<file path="config.mk">
export PLATFORM = sky130hd
export DESIGN_NAME = sm_shift_add_mult_flat
export DESIGN_NICKNAME = d
export VERILOG_FILES = /design/src/rtl/sm_shift_add_mult_if.sv /design/src/rtl/sm_shift_add_mult.sv /design/src/flat_wrapper.sv
export SDC_FILE = /design/constraint.sdc
export NUM_CORES = 1
export LEC_CHECK = 0
export CAP_MARGIN = 5
export CORE_UTILIZATION = 44
export CTS_CLUSTER_DIAMETER = 100
export DETAILED_ROUTE_END_ITERATION = 8
export PLACE_DENSITY = 0.69
export SYNTH_ARGS = -nofsm -noshare
export SYNTH_HDL_FRONTEND = slang
export SYNTH_SLANG_ARGS = --single-unit
</file>
<file path="constraint.sdc">
create_clock -name clk -period 2.86 [get_ports clk]
set_input_delay 0.572 -clock clk [delete_from_list [all_inputs] [get_ports clk]]
set_output_delay 0.572 -clock clk [all_outputs]
set_load 0.01 [all_outputs]
</file>
<file path="src/rtl/sm_shift_add_mult_if.sv">
// sm_shift_add_mult_if: start/done handshake and operand/product bus for sm_shift_add_mult
interface sm_shift_add_mult_if #(parameter int WIDTH = 8);
  logic start;
  logic [WIDTH-1:0] w;
  logic [WIDTH-1:0] y;
  logic busy;
  logic done;
  logic [2*WIDTH-1:0] z;
  modport master (output start, w, y, input busy, done, z);
  modport slave (input start, w, y, output busy, done, z);
endinterface

</file>
<file path="src/rtl/sm_shift_add_mult.sv">
// sm_shift_add_mult: sequential sign-magnitude shift-and-add multiplier; define MUL_EARLY_EXIT_EN to leave RUN once the multiplier empties
module sm_shift_add_mult #(parameter int WIDTH = 8) (
  input logic clk,
  input logic nrst,
  sm_shift_add_mult_if.slave bus
);
  localparam int AW = 2*WIDTH-1;
  localparam int CW = $clog2(WIDTH);
  typedef enum logic [1:0] {IDLE, RUN, DONE} state_t;
  state_t state_q, state_d;
  logic [AW-1:0] acc_q, acc_d, mcand_q, mcand_d;
  logic [WIDTH-2:0] mplier_q, mplier_d;
  logic [CW-1:0] count_q, count_d;
  logic sign_q, sign_d;
  logic [2*WIDTH-1:0] z_q, z_d;
  logic last;
  // next state: latch operands on start, one shift-add step per RUN cycle, publish z on DONE entry
  always_comb begin
    state_d = state_q;
    acc_d = acc_q;
    mcand_d = mcand_q;
    mplier_d = mplier_q;
    count_d = count_q;
    sign_d = sign_q;
    z_d = z_q;
    last = 1'b0;
    if (state_q == IDLE && bus.start) begin
      mcand_d = {{WIDTH{1'b0}}, bus.w[WIDTH-2:0]};
      mplier_d = bus.y[WIDTH-2:0];
      sign_d = bus.w[WIDTH-1] ^ bus.y[WIDTH-1];
      acc_d = '0;
      count_d = CW'(WIDTH-1);
      state_d = RUN;
    end else if (state_q == RUN) begin
      acc_d = mplier_q[0] ? acc_q + mcand_q : acc_q;
      mcand_d = mcand_q << 1;
      mplier_d = mplier_q >> 1;
      count_d = count_q - CW'(1);
`ifdef MUL_EARLY_EXIT_EN
      last = count_q == CW'(1) || mplier_d == '0;
`else
      last = count_q == CW'(1);
`endif
      if (last) begin
        state_d = DONE;
        z_d = {sign_q & (acc_d != '0), acc_d};
      end
    end else if (state_q == DONE) begin
      state_d = IDLE;
    end
  end
  // state and datapath registers with synchronous active-low reset
  always_ff @(posedge clk) begin
    if (!nrst) begin
      state_q <= IDLE;
      acc_q <= '0;
      mcand_q <= '0;
      mplier_q <= '0;
      count_q <= '0;
      sign_q <= 1'b0;
      z_q <= '0;
    end else begin
      state_q <= state_d;
      acc_q <= acc_d;
      mcand_q <= mcand_d;
      mplier_q <= mplier_d;
      count_q <= count_d;
      sign_q <= sign_d;
      z_q <= z_d;
    end
  end
  assign bus.busy = state_q == RUN;
  assign bus.done = state_q == DONE;
  assign bus.z = z_q;
endmodule

</file>
<file path="src/flat_wrapper.sv">
// flat-port wrapper written by rule: the top's interface ports become plain ports
module sm_shift_add_mult_flat 
#(parameter int WIDTH = 8)
  (clk, nrst, bus_start, bus_w, bus_y, bus_busy, bus_done, bus_z);
  sm_shift_add_mult_if #(.WIDTH(WIDTH)) bus_i ();
  input logic clk;
  input logic nrst;
  input wire logic [$bits(bus_i.start)-1:0] bus_start;
  input wire logic [$bits(bus_i.w)-1:0] bus_w;
  input wire logic [$bits(bus_i.y)-1:0] bus_y;
  output wire logic [$bits(bus_i.busy)-1:0] bus_busy;
  output wire logic [$bits(bus_i.done)-1:0] bus_done;
  output wire logic [$bits(bus_i.z)-1:0] bus_z;
  assign bus_i.start = bus_start;
  assign bus_i.w = bus_w;
  assign bus_i.y = bus_y;
  assign bus_busy = bus_i.busy;
  assign bus_done = bus_i.done;
  assign bus_z = bus_i.z;
  sm_shift_add_mult #(.WIDTH(WIDTH)) u_core (.clk(clk), .nrst(nrst), .bus(bus_i));
endmodule
</file>
Yosys cells after proc, flatten, opt, wreduce, memory -nomap -nowiden --
Cells that the tools add are included.
Cells by class: add/subtract/negate cells 2, equality and inequality tests 5, mux-type cells 11, bitwise logic cells 4, reductions and logical operators 10
Operator list (count):
- $mux W7 | 4
- $add A15 B15 Y15 | 1
- $mux W15 | 1
- $reduce_bool A15 Y1 | 1
- $mux W2 | 3
- $mux W3 | 2
- $reduce_and A2 Y1 | 2
- $reduce_bool A2 Y1 | 2
- $eq A3 B1 Y1 const B | 1
- $ne A3 B1 Y1 const B | 1
- $reduce_and A3 Y1 | 1
- $reduce_bool A3 Y1 | 1
- $sub A3 B1 Y3 const B | 1
- $eq A2 B1 Y1 const B | 1
- $eq A2 B2 Y1 const B | 1
- $logic_not A2 Y1 | 1
- $ne A2 B1 Y1 const B | 1
- $not A1 Y1 | 2
- $reduce_or A2 Y1 | 1
- $and A1 B1 Y1 | 1
- $logic_and A1 B1 Y1 | 1
- $mux W1 | 1
- $xor A1 B1 Y1 | 1
Storage, ports and cells: flip-flop bits (word level) 59, input port bits 19

Longest topological paths before layout --
Gate-level depths: netlist (run 1).
depth in word-level cells 4, mapped depth 9

Least setup slack after synthesis (run 1) --
Ideal clock, no wire load.
path kind register -> register, start point register u_core.mcand_q[0], end point register u_core.z_q[15], in the netlist u_core.bus.z[15], setup time 0.149 ns, arrival time 2.382 ns, slack 0.329 ns, cell stages (with the launch flop) 10, path buffers 0, clock period less this slack 2.531 ns, cells stage by stage dfxtp_1 > ha_1 > fa_1 > a211oi_2 > o21ai_1 > and4bb_4 > or3_4 > nand3_1 > nor4b_2 > a41oi_1
On the way: cells in the longest elaborated chain, start to end 4
RTL lines:
- start: declaration | RTL line sm_shift_add_mult.sv:11 | logic [AW-1:0] acc_q, acc_d, mcand_q, mcand_d;
- start signal: assignment | RTL line sm_shift_add_mult.sv:65 | mcand_q <= mcand_d;
- $add A15 B15 Y15 | RTL line sm_shift_add_mult.sv:35 | acc_d = mplier_q[0] ? acc_q + mcand_q : acc_q;
- $mux W15 | RTL line sm_shift_add_mult.sv:35
- $reduce_bool A15 Y1 | RTL line sm_shift_add_mult.sv:46 | z_d = {sign_q & (acc_d != '0), acc_d};
- $and A1 B1 Y1 | RTL line sm_shift_add_mult.sv:46
- end signal: assignment | RTL line sm_shift_add_mult.sv:69 | z_q <= z_d;
- end: declaration | RTL line sm_shift_add_mult.sv:15 | logic [2*WIDTH-1:0] z_q, z_d;
No other way between the ends. A chain may end at the register's enable or synchronous reset.

Worst setup path after layout (run 1) --
start point register u_core.acc_q[0], end point register u_core.z_q[15], in the netlist u_core.bus.z[15]
On the way: cells in the longest elaborated chain, start to end 4
RTL lines:
- start: declaration | RTL line sm_shift_add_mult.sv:11
- start signal: assignment | RTL line sm_shift_add_mult.sv:56 | acc_q <= '0;
- start signal: assignment | RTL line sm_shift_add_mult.sv:64 | acc_q <= acc_d;
- $add A15 B15 Y15 | RTL line sm_shift_add_mult.sv:35
- $mux W15 * | RTL line sm_shift_add_mult.sv:35
- $reduce_bool A15 Y1 * | RTL line sm_shift_add_mult.sv:46
- $and A1 B1 Y1 * | RTL line sm_shift_add_mult.sv:46
Every way passes the cells marked *; elsewhere a longest branch is shown, timed or not.

==> flow_metrics.tcl, run 1 <==
set metrics [dict create \
    status "completed" \
    cp.required_ns 3.04 \
    synth_fa_ha_area_frac 0.0780 \
    area_growth_pct 20.3 \
    power_mw 2.00 \
    n_antenna_cell 0 \
    reg2reg_depth 9 \
    netSwitchingFraction 0.289 \
    crit_path_end_kind "flop" \
    drc 0 \
    viasPerCell 5.58 \
    worst_setup_path_start_kind "flop" \
    fin_nets 460 \
    path_clk_slew_ns 0.07 \
    synthCells 385 \
    cts_tree "built" \
    num_vias 2926 \
    hold_start "u_core.bus.z[2]" \
    pin_count 37 \
    synth-simple-area-share 0.196 \
    synth-edff-count 0 \
    synthesis.area_um2 3310 \
    cpMaxStageDelayCell "fa_2" \
    hold_depth 2 \
    cts_setup_buffers 0 \
    synth_xor_area_frac 0.0238 \
    drt_iter0_markers 104 \
    synth_top_family_by_area "compound AO/OA/AOI/OAI gates" \
    cpPeakStageDelay_ns 0.39 \
    finalHoldViolations 0 \
    clk_latency_ns 0.34 \
    ir_worst_vdd_v 0.000339 \
    tightest_slew_ns 0.570 \
    cap_violations 0 \
    grt_pass1_vias 2678 \
    cts_sinks 59 \
    rows 31 \
    pwr-share-comb 0.194 \
    ys.flop_type "dfxtp_1" \
    die_h_um 88.7 \
    drive_gt1_frac 0.0894 \
    antenna_left 0 \
    async_flop_share 0 \
    grt_pass1_wl_um 12500 \
    worstPathArrival_ns 2.84 \
    yosys_warnings 0 \
    dp_hpwl_um 5640 \
    io_buffers 36 \
    grt_setup_unrepaired "false" \
    fmax_mhz 375 \
    h-tree-depth 3 \
    r2r_start "u_core.acc_q[0]" \
    synth_cell_types 53 \
    worstPathCellList "ha_1 -> fa_2 -> a211oi_4 -> o21ai_1 -> and4bb_4 -> or3_4 -> nand3_1 -> nor4b_2 -> a41oi_1" \
    post-route-min-period_ns 2.67 \
    drv_slew 0 \
    r2r_slack_ns 0.19 \
    fillers 686 \
    core_um2 7250 \
    synth.net_count 424 \
    hold_path_class "flop to flop" \
    ys_seq_area_frac 0.357 \
    layout_common_cells "dfxtp_1 (59), nor2_1 (54), clkdlybuf4s50_1 (36)" \
    die_area_um2 7860 \
    intPower_mw 1.42 \
    crit_fanout 5 \
    syn_area_per_cell_um2 8.59 \
    seqPwrFrac 0.456 \
    synth_top_area_frac 0.357 \
    routed_wl_um 7700 \
    holdWs_ns 0.473 \
    final_common_cell "dfxtp_1" \
    grt-ovfl-total 0 \
    leakagePower_nw 1.42 \
    synth_compound_gate_area_share 0.231 \
    synth-seq-cells 59 \
    muxShareOfSynthArea 0.0787 \
    start_util 0.456 \
    grtUsageTotal 0.210 \
    drt-wirelength-per-cell_um 14.7 \
    multi_input_comb_area_um2 2020 \
    finalCritPeriodShare 0.932 \
    die_x_um 88.7 \
    cts_made_buffers 9 \
    antenna_found_initial 0 \
    setup_viol 0 \
    worstSetupPathType "flop to flop" \
    drt-pass1-iter-count 4 \
    seqCellArea_um2 1180 \
    cts_root_buf "clkbuf_8" \
    clockBufferDepth 2 \
    pre_cts_ws_ns 0.0899 \
    relSlewSlack 0.617 \
    whs_endpoint "u_core.bus.z[2]" \
    grt_max_degree 32 \
    r2r-end "u_core.bus.z[15]" \
    fin_skew_ns 0.00764 \
    switchingPower_uw 576 \
    worst_slack_ns 0.195 \
    fin_tns_setup_ns 0 \
    yosysTopAreaCell "dfxtp_1" \
    gp_congestion 0.890 \
    clock_power_share 0.350 \
    power.density_nw_per_um2 502 \
    yosys-top-cells-area "dfxtp_1 (36%), mux2i_1 (7.9%), a211oi_1 (7.3%), ha_1 (7.2%), nor2_1 (6.1%)" \
]
power by group through the flow:
stage / Clock [mW] / Sequential [mW] / Combinational, mW
floorplan: 0 / 0.916 / 0.274
global placement: 0 / 0.924 / 0.379
detailed placement: 0 / 0.927 / 0.386
CTS: 0.713 / 0.910 / 0.387
global route: 0.744 / 0.915 / 0.432
finish: 0.699 / 0.909 / 0.387
sequential cells by signal, summed over array words and instances (netlist names):
| register | count |
|---|---|
| u_core.acc_q | 15 |
| u_core.count_q | 3 |
| u_core.bus.z | 16 |
| u_core.sign_q | 1 |
| u_core.state_q | 2 |
| u_core.mplier_q | 7 |
| u_core.mcand_q | 15 |
final cells by class:
class | instances | share of cell area
Clock buffer | 13 | 0.0425
Clock inverter | 2 | 0.00252
Inverter | 10 | 0.00944
Multi-Input combinational cell | 295 | 0.508
Sequential cell | 59 | 0.297
Tap cell | 99 | 0.0312
Timing Repair Buffer | 46 | 0.110
cell families (layout without fill, tap and decap cells):
group / Yosys count / count (layout)
AOI/OAI and AO/OA: 106 / 106
xor gates and xnor gates: 9 / 9
adders and majority gates: 20 / 20
buffers and inverters: 31 / 71
DFF: 59 / 59
muxes: 26 / 26
and+or+nand+nor: 134 / 134
through the flow:
stage                     area (um2)   util  std cells
after floorplan                 3310      -        385
after global placement          3790  0.522        509
after detailed placement        3790  0.522        509
after CTS                       3970  0.547        524
after global routing            3980  0.548        524
final                           3980  0.548        524
metal layers:
metal  up-vias  wire (um)  track usage
li1       1491          -            -
met1      1356       3560        0.259
met2        64       3710        0.347
met3        15        296       0.0634
met4         0        134       0.0748
met5         -          0            0
how the worst max path moves through the flow:
stage / startpoint / end / slack, ns / depth (start not counted)
finish: u_core.acc_q[0] / u_core.bus.z[15] / 0.19 / 9
global route: u_core.acc_q[0] / u_core.bus.z[15] / 0.01 / 9
CTS: u_core.acc_q[0] / u_core.bus.z[15] / 0.06 / 9
detailed placement: u_core.acc_q[0] / u_core.bus.z[15] / 0.09 / 9
global placement: u_core.mcand_q[0] / u_core.bus.z[15] / 0.17 / 9
floorplan: u_core.mcand_q[0] / u_core.bus.z[15] / 0.33 / 9
synthesized netlist by cell type, types with 2 or more instances:
master / n
a211oi_1: 32
a21o_1: 2
a21oi_1: 31
a21oi_4: 2
a311oi_1: 2
a311oi_2: 2
and3_1: 4
buf_1: 2
clkbuf_1: 18
dfxtp_1: 59
ha_1: 19
inv_1: 9
mux2i_1: 26
nand2_1: 27
nand2b_1: 5
nand3_1: 17
nand4_1: 2
nor2_1: 54
nor2b_1: 5
nor3_1: 4
nor4_1: 3
nor4b_1: 2
o2111a_1: 2
o211a_1: 2
o211ai_1: 7
o21a_1: 2
o21ai_0: 8
o21ai_1: 3
o31ai_1: 2
or3_1: 2
xnor2_1: 7
xor2_1: 2
critical path: cells and delay by family, from the launching register on:
| kind | cells | cell delay, ns |
|---|---|---|
| simple gates | 4 | 0.94 |
| compound gates | 3 | 0.58 |
| flops | 1 | 0.35 |
| fa+ha+maj | 2 | 0.63 |
timing repair:
item | CTS | global route
resized for setup | 0 | 2
endpoints found under the setup margin | 0 | 2
hold buffers | 0 | 0
Power figures use the tool's default switching activity.
==> run 2: changes to the inputs <==
--- a/config.mk
+++ b/config.mk
@@ -6,6 +6,7 @@
 export NUM_CORES = 1
 export LEC_CHECK = 0
 export CAP_MARGIN = 5
+export CORE_ASPECT_RATIO = 0.8
 export CORE_UTILIZATION = 44
 export CTS_CLUSTER_DIAMETER = 100
 export DETAILED_ROUTE_END_ITERATION = 8
==> flow_metrics.tcl, run 2 (synthesized netlist as in run 1, its figures left out) <==
set metrics [dict create \
    cts_root_buf "clkbuf_8" \
    crit_fanout 4 \
    num_vias 2930 \
    setup_viol 0 \
    cp.depth 9 \
    finalHoldViolations 0 \
    gp_congestion 0.891 \
    grt_setup_unrepaired "false" \
    die_h_um 79.5 \
    grt_pass1_vias 2786 \
    finalCritPeriodShare 0.918 \
    cts_hold_buffers 0 \
    r2r-end "u_core.bus.z[15]" \
    worstPathArrival_ns 2.82 \
    crit_path_end_kind "flop" \
    die_x_um 98.9 \
    drv_slew 0 \
    worstSetupPathType "flop to flop" \
    tightest_slew_ns 0.530 \
    placed_area_um2 3790 \
    cts_sinks 59 \
    status "completed" \
    critPathCapture "u_core.bus.z[15]" \
    leakagePower_nw 1.42 \
    worst_slack_ns 0.235 \
    fin_skew_ns 0.0108 \
    area_growth_pct 19.7 \
    pre_cts_ws_ns 0.222 \
    h-tree-depth 3 \
    core_um2 7060 \
    relSlewSlack 0.636 \
    viasPerCell 5.69 \
    dp_hpwl_um 5660 \
    drt-pass1-iter-count 4 \
    fmax_mhz 381 \
    routed_wl_um 7890 \
    io_buffers 36 \
    clk_latency_ns 0.35 \
    n_antenna_cell 0 \
    cp.required_ns 3.05 \
    drt_iter0_markers 175 \
    holdWs_ns 0.471 \
    path_clk_slew_ns 0.07 \
    grt_max_degree 31 \
    drt-wirelength-per-cell_um 15.3 \
    cpMaxStageDelayCell "fa_1" \
    die_area_um2 7870 \
    start_util 0.468 \
    final_common_cell "dfxtp_1" \
    drc 0 \
    reg2reg_depth 9 \
    antenna_found_initial 0 \
    largest_register_ffs 16 \
    cap_violations 0 \
    hold_path_class "flop to flop" \
    critPathTopFamily "simple AND/OR/NAND/NOR gates" \
    pin_count 37 \
    worstPathCellList "ha_1 -> fa_1 -> a211oi_2 -> o21ai_1 -> and4bb_4 -> or3_4 -> nand3_1 -> nor4b_2 -> a41oi_1" \
    worst_setup_path_start_kind "flop" \
    drive_gt1_frac 0.0935 \
    grtUsageTotal 0.220 \
    fin_tns_setup_ns 0 \
    cts_tree "built" \
    worst-path-buf-inv 0 \
    power.density_nw_per_um2 498 \
    rows 27 \
    cts_made_buffers 9 \
    ir_worst_vdd_v 0.000310 \
    r2r_slack_ns 0.24 \
    fin_area_um2 3960 \
    cpPeakStageDelay_ns 0.42 \
    post-route-min-period_ns 2.62 \
    r2r_start "u_core.mcand_q[0]" \
    cts_setup_buffers 0 \
    grt-ovfl-total 0 \
    fin_nets 462 \
    grt_pass1_wl_um 13600 \
    clockBufferDepth 2 \
    antenna_left 0 \
    worstSetupStartpoint "u_core.mcand_q[0]" \
    layout_common_cells "dfxtp_1 (59), nor2_1 (54), clkdlybuf4s50_1 (36)" \
    final_core_util 0.561 \
]
[run 2: cell count changes in the layout (fill, tap and decap cells not counted)]
cell and delta:
o21ai_1 +1, a211oi_4 -1, buf_4 +2, clkbuf_8 -3, o21ai_0 -1, fa_2 -1
clkinv_4 +2, clkinvlp_4 +2, fa_1 +1, a211oi_2 +1
[run 2: power breakdown]
part	total (mW)	internal [mW]	switching [mW]
logic	0.399	0.176	0.223
registers	0.906	0.868	0.0384
clock network	0.667	0.313	0.354
[run 2: timing repair]
| action | in CTS | in global routing |
|---|---|---|
| gates resized for setup | 0 | 1 |
| hold endpoints to repair | 0 | 0 |
| endpoints found under the setup margin | 0 | 1 |
[run 2: how the worst min path moves through the flow]
stage | from | endpoint | depth (start not counted)
final | u_core.bus.z[2] | u_core.bus.z[2] | 2
after global routing | u_core.bus.z[2] | u_core.bus.z[2] | 2
after CTS | u_core.bus.z[2] | u_core.bus.z[2] | 2
after detailed placement | u_core.bus.z[2] | u_core.bus.z[2] | 2
after global placement | u_core.bus.z[2] | u_core.bus.z[2] | 2
after floorplan | u_core.state_q[0] | u_core.state_q[0] | 2
[run 2: layout make-up]
type	instances	area [um2]
well taps	87	109
clock inverters	6	42.5
inverters	10	37.5
clock buffers	10	128
multi-input cells	295	2010
fillers	654	3100
repair buffers	48	450
flip-flops and latches	59	1180
[run 2: per-layer routing]
layer / part of all wire / vias to the layer above / track usage
met1: 0.52 / 1353 / 0.313
met5: 0 / - / 0
li1: - / 1494 / -
met3: 0.051 / 11 / 0.0525
met2: 0.41 / 72 / 0.328
met4: 0.015 / 0 / 0.0672
[run 2: through the flow]
stage | power, mW | cells
after global routing | 2.08 | 515
after floorplan | 1.19 | 385
final | 1.97 | 515
after global placement | 1.32 | 499
after CTS | 1.99 | 515
after detailed placement | 1.32 | 499
[run 2: worst min-delay path, cell delays in order, from the launching register on]
cell	delay (ns)
dfxtp_1	0.31
nand2_1	0.05
a21oi_1	0.06
